### config.mk
export PLATFORM = sky130hd
export DESIGN_NAME = wb_invsqrt_master
export DESIGN_NICKNAME = d
export VERILOG_FILES = /design/src/rtl/wb_invsqrt_master.sv
export SDC_FILE = /design/constraint.sdc
export NUM_CORES = 1
export LEC_CHECK = 0
export ABC_AREA = 1
export ABC_CLOCK_PERIOD_IN_PS = 6050
export BUFFER_PORTS_ARGS = -buffer_cell sky130_fd_sc_hd__buf_4
export CAP_MARGIN = 20
export CORE_MARGIN = 3
export CORE_UTILIZATION = 45
export CTS_BUF_LIST = sky130_fd_sc_hd__clkbuf_4 sky130_fd_sc_hd__clkbuf_8 sky130_fd_sc_hd__clkbuf_16
export DETAILED_ROUTE_END_ITERATION = 16
export GPL_TIMING_DRIVEN = 1
export HOLD_SLACK_MARGIN = 0.1
export PLACE_DENSITY = 0.7
export REMOVE_ABC_BUFFERS = 1
export SLEW_MARGIN = 10
export SYNTH_ARGS = -nofsm -noshare
export SYNTH_HDL_FRONTEND = slang
export SYNTH_SLANG_ARGS = --single-unit
### constraint.sdc
create_clock -name clk -period 6.05 [get_ports clk]
set_input_delay 0.3025 -clock clk [delete_from_list [all_inputs] [get_ports clk]]
set_output_delay 0.3025 -clock clk [all_outputs]
set_load 0.02 [all_outputs]
### src/rtl/wb_invsqrt_master.sv
// Wishbone classic-cycle master for the fastInvSqrt slave.
// Each accepted operand becomes one write cycle, an idle settle gap and one read
// cycle; the read data (or a timeout error) is then offered on a valid/ready port.
module wb_invsqrt_master #(
  parameter logic [31:0] OPERAND_ADR = 32'h0000_0000,
  parameter logic [31:0] RESULT_ADR  = 32'h0000_0000,
  parameter int unsigned GAP_CYCLES  = 20,
  parameter int unsigned ACK_TIMEOUT = 255
) (
  input  logic        clk,
  input  logic        rst,

  input  logic        req_valid,
  output logic        req_ready,
  input  logic [15:0] req_data,

  output logic        rsp_valid,
  input  logic        rsp_ready,
  output logic [15:0] rsp_data,
  output logic        rsp_err,

  output logic        busy,

  output logic [31:0] adr_o,
  output logic [15:0] dat_o,
  input  logic [15:0] dat_i,
  output logic        we_o,
  output logic        stb_o,
  output logic        cyc_o,
  input  logic        ack_i
);

  typedef enum logic [2:0] {
    StIdle,
    StWrite,
    StGap,
    StRead,
    StResp
  } state_e;

  localparam logic [15:0] GapLoad   = 16'(GAP_CYCLES);
  localparam logic [15:0] ToLimit   = 16'(ACK_TIMEOUT);
  localparam bit          ToEnable  = (ACK_TIMEOUT != 0);
  localparam bit          GapIsZero = (GAP_CYCLES == 0);

  state_e      r_state;
  logic [15:0] r_gap_cnt;
  logic [15:0] r_to_cnt;
  logic        r_req_ready;
  logic        r_rsp_valid;
  logic [15:0] r_rsp_data;
  logic        r_rsp_err;
  logic        r_busy;
  logic [31:0] r_adr;
  logic [15:0] r_dat;
  logic        r_we;
  logic        r_stb;
  logic        r_cyc;

  logic [15:0] w_to_next;
  logic        w_to_hit;

  // Timeout fires on the edge that would bring the no-ack count up to the limit.
  always_comb begin
    w_to_next = r_to_cnt + 16'd1;
    w_to_hit  = ToEnable && (w_to_next == ToLimit);
  end

  // Transaction sequencer; every bus and response output is a register here.
  always_ff @(posedge clk or negedge rst) begin
    if (!rst) begin
      r_state     <= StIdle;
      r_gap_cnt   <= 16'd0;
      r_to_cnt    <= 16'd0;
      r_req_ready <= 1'b1;
      r_rsp_valid <= 1'b0;
      r_rsp_data  <= 16'd0;
      r_rsp_err   <= 1'b0;
      r_busy      <= 1'b0;
      r_adr       <= 32'd0;
      r_dat       <= 16'd0;
      r_we        <= 1'b0;
      r_stb       <= 1'b0;
      r_cyc       <= 1'b0;
    end else begin
      unique case (r_state)
        StIdle: begin
          if (req_valid) begin
            r_state     <= StWrite;
            r_to_cnt    <= 16'd0;
            r_req_ready <= 1'b0;
            r_busy      <= 1'b1;
            r_adr       <= OPERAND_ADR;
            r_dat       <= req_data;
            r_we        <= 1'b1;
            r_stb       <= 1'b1;
            r_cyc       <= 1'b1;
          end
        end

        StWrite: begin
          if (ack_i) begin
            r_cyc     <= 1'b0;
            r_stb     <= 1'b0;
            r_we      <= 1'b0;
            r_to_cnt  <= 16'd0;
            r_gap_cnt <= GapLoad;
            // With no gap the read still starts one cycle later so the write
            // cycle visibly ends with cyc_o low for a cycle.
            r_state   <= GapIsZero ? StRead : StGap;
          end else if (w_to_hit) begin
            r_cyc       <= 1'b0;
            r_stb       <= 1'b0;
            r_we        <= 1'b0;
            r_rsp_data  <= 16'h0000;
            r_rsp_err   <= 1'b1;
            r_rsp_valid <= 1'b1;
            r_state     <= StResp;
          end else begin
            r_to_cnt <= w_to_next;
          end
        end

        StGap: begin
          if (r_gap_cnt <= 16'd1) begin
            r_state  <= StRead;
            r_to_cnt <= 16'd0;
            r_adr    <= RESULT_ADR;
            r_we     <= 1'b0;
            r_stb    <= 1'b1;
            r_cyc    <= 1'b1;
          end else begin
            r_gap_cnt <= r_gap_cnt - 16'd1;
          end
        end

        StRead: begin
          if (!r_cyc) begin
            // Entered straight from a write ack: raise the read strobe now.
            r_to_cnt <= 16'd0;
            r_adr    <= RESULT_ADR;
            r_we     <= 1'b0;
            r_stb    <= 1'b1;
            r_cyc    <= 1'b1;
          end else if (ack_i) begin
            r_cyc       <= 1'b0;
            r_stb       <= 1'b0;
            r_rsp_data  <= dat_i;
            r_rsp_err   <= 1'b0;
            r_rsp_valid <= 1'b1;
            r_state     <= StResp;
          end else if (w_to_hit) begin
            r_cyc       <= 1'b0;
            r_stb       <= 1'b0;
            r_rsp_data  <= 16'h0000;
            r_rsp_err   <= 1'b1;
            r_rsp_valid <= 1'b1;
            r_state     <= StResp;
          end else begin
            r_to_cnt <= w_to_next;
          end
        end

        StResp: begin
          if (rsp_ready) begin
            r_rsp_valid <= 1'b0;
            r_req_ready <= 1'b1;
            r_busy      <= 1'b0;
            r_state     <= StIdle;
          end
        end

        default: begin
          r_state     <= StIdle;
          r_req_ready <= 1'b1;
          r_busy      <= 1'b0;
          r_rsp_valid <= 1'b0;
          r_cyc       <= 1'b0;
          r_stb       <= 1'b0;
          r_we        <= 1'b0;
        end
      endcase
    end
  end

  // Drive ports straight from the state registers.
  always_comb begin
    req_ready = r_req_ready;
    rsp_valid = r_rsp_valid;
    rsp_data  = r_rsp_data;
    rsp_err   = r_rsp_err;
    busy      = r_busy;
    adr_o     = r_adr;
    dat_o     = r_dat;
    we_o      = r_we;
    stb_o     = r_stb;
    cyc_o     = r_cyc;
  end

endmodule

Word-level counts from Yosys, hierarchy flattened:

Index checks and enable logic that the tools add are counted.

* register bits: 106
* latch bits: 0
* RAM bits: 0
* bits in read-only memories: 0
* input port bits: 37
* output and inout port bits: 71
* word-level logic and storage cells: 109
* memories: 0

* add/sub/neg operators: 2
* multipliers: 0
* div/mod/pow operators: 0
* order comparisons: 1
* equal/unequal tests: 15
* shifts and indexed selects: 0
* muxes and demuxes: 57
* bitwise operators: 3
* reductions and logical operators: 18

Operators with widths (count)
* 16-bit two-way mux: 12
* 32-bit two-way mux: 3
* 32-bit case mux with 3 select lines: 1
* 16-bit case mux with 2 select lines: 2
* 16-bit case mux with 4 select lines: 1
* 1-bit two-way mux: 23
* 3-bit two-way mux: 7
* 4-bit AND reduction: 5
* 16-bit by 1-bit adder with 16-bit output (second input constant): 1
* 16-bit by 8-bit == test with 1-bit output (second input constant): 1
* 16-bit by 1-bit <= comparator with 1-bit output (second input constant): 1
* 2-bit != test (second input constant): 8
* 16-bit by 1-bit subtractor with 16-bit output (second input constant): 1
* 1-bit case mux with 5 select lines: 3
* 3-bit case mux with 5 select lines: 1
* 3-bit AND reduction: 4
* 3-bit by 2-bit == test with 1-bit output (second input constant): 2
* 3-bit != test (second input constant): 2
* 1-bit case mux with 3 select lines: 2
* 5-bit AND reduction: 1
* 1-bit case mux with 4 select lines: 1
* 2-bit nonzero test: 2
* 4-bit nonzero test: 1
* 3-bit by 1-bit == test with 1-bit output (second input constant): 1
* 8 further kinds: 10

Depth between registers and ports, before layout:

* depth after elaboration: 6
* depth in mapped cells: 16
* mapped depth without buffers: 16

Least setup slack after synthesis:

Ideal clock, no wire load.

* path kind: flip-flop to flip-flop
* start: register r_to_cnt[1]
* end: register r_rsp_data[10] (netlist: rsp_data[10])
* setup time: 133 ps
* data arrival time: 1801 ps
* required time: 5917 ps
* slack: 4116 ps
* cell stages (with the launch flop): 16
* path buffers: 1
* clock period less this slack: 1934 ps
* cells stage by stage: dfrtp_1 ha_1 nand2_1 nor2_4 nand2_1 nand2_1 nand2_1 nor2_1 nand2_1 nor2_1 nand3_2 nand2_1 nand2_4 buf_6 nand2_1 o21ai_0

* longest elaborated chain between the ends: 6
* elaborated cells on any way between the ends: 7
* classes of those cells: 1 x add/sub; 1 x eq/ne; 5 x mux

Ends and longest elaborated chain
* start: declaration: RTL line 48 `logic [15:0] r_to_cnt;`
* start signal: assignment: RTL line 120 `r_to_cnt <= w_to_next;`
* start signal: assignment: RTL line 160 `r_to_cnt <= w_to_next;`
* 16-bit by 1-bit adder with 16-bit output (*): RTL line 65 `w_to_next = r_to_cnt + 16'd1;`
* 16-bit by 8-bit == test with 1-bit output (*): RTL line 66 `w_to_hit = ToEnable && (w_to_next == ToLimit);`
* 16-bit two-way mux (*)
* 16-bit two-way mux (2 in series)
* 16-bit case mux with 2 select lines (*)
* end signal: assignment: RTL line 148 `r_rsp_data <= dat_i;`
* end: declaration: RTL line 51 `logic [15:0] r_rsp_data;`

Mark *: on every way between the ends. The rest lies on a longest branch, timed or not. The select of a mux whose other input is x is not followed.
A chain may end at the register's enable or synchronous reset.

Worst setup path in the final report:

* start: register r_state[2]
* end: register r_dat[15] (netlist: dat_o[15])

* longest elaborated chain between the ends: 2

Ends and longest elaborated chain
* start: declaration: RTL line 46 `state_e r_state;`
* start signal: assignment: RTL line 72 `r_state <= StIdle;`
* start signal: assignment: RTL line 89 `r_state <= StWrite;`
* start signal: assignment: RTL line 110 `r_state <= GapIsZero ? StRead : StGap;`
* 3-bit logical NOT: RTL line 86 `unique case (r_state)`
* 2-bit AND reduction (no line)
* end signal: assignment: RTL line 94 `r_dat <= req_data;`
* end: declaration: RTL line 55 `logic [15:0] r_dat;`

Every way passes these cells.

==> flow_metrics.env <==
export IMPL_status="finished clean"
export IMPL_postRouteAntennaNets=0
export IMPL_drv_cap=0
export IMPL_clock_skew_ns=0.0108
export IMPL_layout_min_cycle_time_ns=2.66
export IMPL_hp_class="input port to asynchronous set/reset pin"
export IMPL_drc_errors=0
export IMPL_synth_flop_cell="dfrtp_1"
export IMPL_syn_to_final_growth_pct=18.5
export IMPL_grt_pass1_wl_um=15000
export IMPL_vias=3618
export IMPL_finalMaxSlewViolations=0
export IMPL_slew_headroom_pct=39.2
export IMPL_rsz0062_at_grt="false"
export IMPL_hold_viol=0
export IMPL_arrival_ns=2.89
export IMPL_p_int_mw=1.47
export IMPL_fin_crit_sh_pct=44.0
export IMPL_switching_share_pct=44.6
export IMPL_slowest_stage="clkinv_1"
export IMPL_synthesis_area_um2=4100
export IMPL_startpoint="r_state[2]"
export IMPL_firstDrtPassIters=4
export IMPL_cts_max_path_buffers=2
export IMPL_initial_core_util_pct=46.7
export IMPL_max_slew_worst_pin_slew_ns=0.913
export IMPL_p_sw_mw=1.18
export IMPL_io_pins=108
export IMPL_grt_pass1_vias=3304
export IMPL_path_max_fanout=18
export IMPL_yosysMostFrequentCell="nand2_1"
export IMPL_power_density_nw_per_um2=546
export IMPL_numCtsBuffers=9
export IMPL_post_cts_resized=0
export IMPL_layout_setup_ws_ns=3.39
export IMPL_core_area_um2=8760
export IMPL_overflow=0
export IMPL_start_kind="register"
export IMPL_synth_distinct_cells=36
export IMPL_synth_edf_count=0
export IMPL_p_leak_nw=2.50
export IMPL_ctsHoldBuffers=0
export IMPL_synth_top_area_cell="dfrtp_1"
export IMPL_placed_cells=721
export IMPL_required_ns=6.28
export IMPL_worst_setup_path_type="register to register"
export IMPL_timing_fmax_mhz=376
export IMPL_layout_nets=665
export IMPL_dp_hpwl_um=6430
export IMPL_final_fill_count=822
export IMPL_place_worst_setup_slack_ns=3.35
export IMPL_rows=34
export IMPL_dr_first_iter_drc_count=119
export IMPL_dieArea_um2=10300
export IMPL_drive_gt1_share_pct=17.5
export IMPL_synth_top_area_share_pct=44.6
export IMPL_synthTopCellsByArea="dfrtp_1, nand2_1, nor2_1, buf_4, o21ai_0"
export IMPL_avgSynthCellArea_um2=7.46
export IMPL_pwr_share_comb_pct=48.7
export IMPL_hold_ws_ns=0.0809
export IMPL_yosysWarningCount=0
export IMPL_cp_end_kind="register"
export IMPL_place_congestion=0.863
export IMPL_cts_tree="yes"
export IMPL_antenna_found_initial=0
export IMPL_die_width_um=101
export IMPL_finalSetupViolCount=0
export IMPL_clk_pin_slew_ns=0.08
export IMPL_tns_ns=0
export IMPL_track_usage_pct=17.9
export IMPL_final_util_pct=55.4
export IMPL_vias_per_cell=4.92
export IMPL_wire_per_inst_um=12.1
export IMPL_fin_cells=735
export IMPL_cts_sinks=74
export IMPL_clk_latency_ns=0.35
export IMPL_slowest_delay_ns=0.63
export IMPL_antenna_cells=0
export IMPL_r2r_start="r_state[2]"
export IMPL_post_cts_setup_buffers=0
export IMPL_htree_levels=3
export IMPL_synthCells=549
export IMPL_synthArstFlopShare_pct=100
export IMPL_power_frac_clock_pct=18.7
export IMPL_routed_wl_um=8920
export IMPL_ys_seq_elements=74
export IMPL_yosysSeqAreaShare_pct=45.2
export IMPL_port_buffers=75
export IMPL_grt_max_degree=75
export IMPL_peakVddDrop_mv=0.266
export IMPL_die_h_um=101
export IMPL_ctsRootBufferMaster="clkbuf_8"
export IMPL_pwr_share_seq_pct=32.6
export IMPL_crit_chain="nor2_1 > inv_1 > nor2_1 > inv_1 > nor2_1 > inv_1 > nand4_1 > nor2_2 > clkinv_1 > nand2_1 > nand2_1"
export IMPL_synth_commonest_cells="nand2_1, dfrtp_1, nor2_1"
-- power by group through the flow --
stage,Clock (mW),Sequential [mW],Combinational (mW)
5_1_grt,0.528,0.893,1.47
4_1_cts,0.505,0.863,1.30
6_report,0.495,0.863,1.29
3_3_place_gp,0,0.866,1.28
2_1_floorplan,0,0.982,0.736
3_5_place_dp,0,0.864,1.31
-- worst max-delay path: cells and delay by family (launching register included) --
kind	cells	cell delay, ns
buffers and inverters	4	0.90
and+or+nand+nor	7	1.22
DFF	1	0.42
-- per-stage QoR --
stage          power, mW  instance area, um^2
2_1_floorplan       1.72                 3900
3_3_place_gp        2.14                 4600
3_5_place_dp        2.17                 4600
4_1_cts             2.67                 4850
5_1_grt             2.89                 4850
6_report            2.65                 4850
-- flip-flops by register name, summed over array words and instances (netlist names) --
signal / count
dat_o: 16
busy: 1
req_ready: 1
r_to_cnt: 16
r_gap_cnt: 16
rsp_data: 16
rsp_valid: 1
r_state: 3
we_o: 1
rsp_err: 1
cyc_o: 1
stb_o: 1
-- cells by family (layout without fill, tap and decap cells) --
kind of cell / Yosys count / count (layout) / share of synthesized area [%]
buffers and inverters: 95 / 142 / 12.5
other: 1 / 32 / 0.0915
AND/OR/NAND/NOR: 301 / 301 / 31.3
adder cells (fa/ha/maj): 4 / 4 / 1.22
XOR/XNOR: 3 / 3 / 0.642
AO/OA/AOI/OAI: 71 / 71 / 9.04
flip-flops: 74 / 74 / 45.2
-- layout make-up --
cell class | instances | area [um^2] | share of cell area [%]
clock inverters | 5 | 129 | 2.65
well taps | 108 | 135 | 2.78
repair buffers | 76 | 571 | 11.8
inverters | 52 | 195 | 4.02
flip-flops and latches | 74 | 1850 | 38.2
multi-input cells | 411 | 1850 | 38.1
clock buffers | 9 | 124 | 2.55
-- metal layers --
metal	global-route usage (%)	share of wire, %	routed length [um]
met5	0	0	0
met3	4.13	5.4	484
met1	24.6	47	4190
met2	27.7	46	4130
met4	6.75	1.4	123
-- path summary, 6_finish.rpt --
path	endpoint	slack, ns	depth (start not counted)
worst min-delay path	r_gap_cnt[10]	0.08	1
max in group asynchronous	dat_o[15]	5.37	1
worst max-delay path	dat_o[15]	3.39	11
min in group clk	dat_o[7]	0.16	3
worst max register to register	dat_o[15]	3.39	11
worst min register to register	dat_o[12]	0.48	2
-- placed cells by master, fill, tap and decap left out, drive strengths merged --
master	n
a21boi	1
a21oi	21
and2	1
buf	76
bufinv	4
clkbuf	9
clkinv	2
conb	32
dfrtp	73
dfstp	1
ha	4
inv	51
nand2	169
nand3	38
nand3b	1
nand4	7
nor2	75
nor3	7
nor3b	1
nor4	1
o21a	2
o21ai	44
o31ai	3
or2	1
xnor2	1
xor2	2
Power figures use the tool's default switching activity.
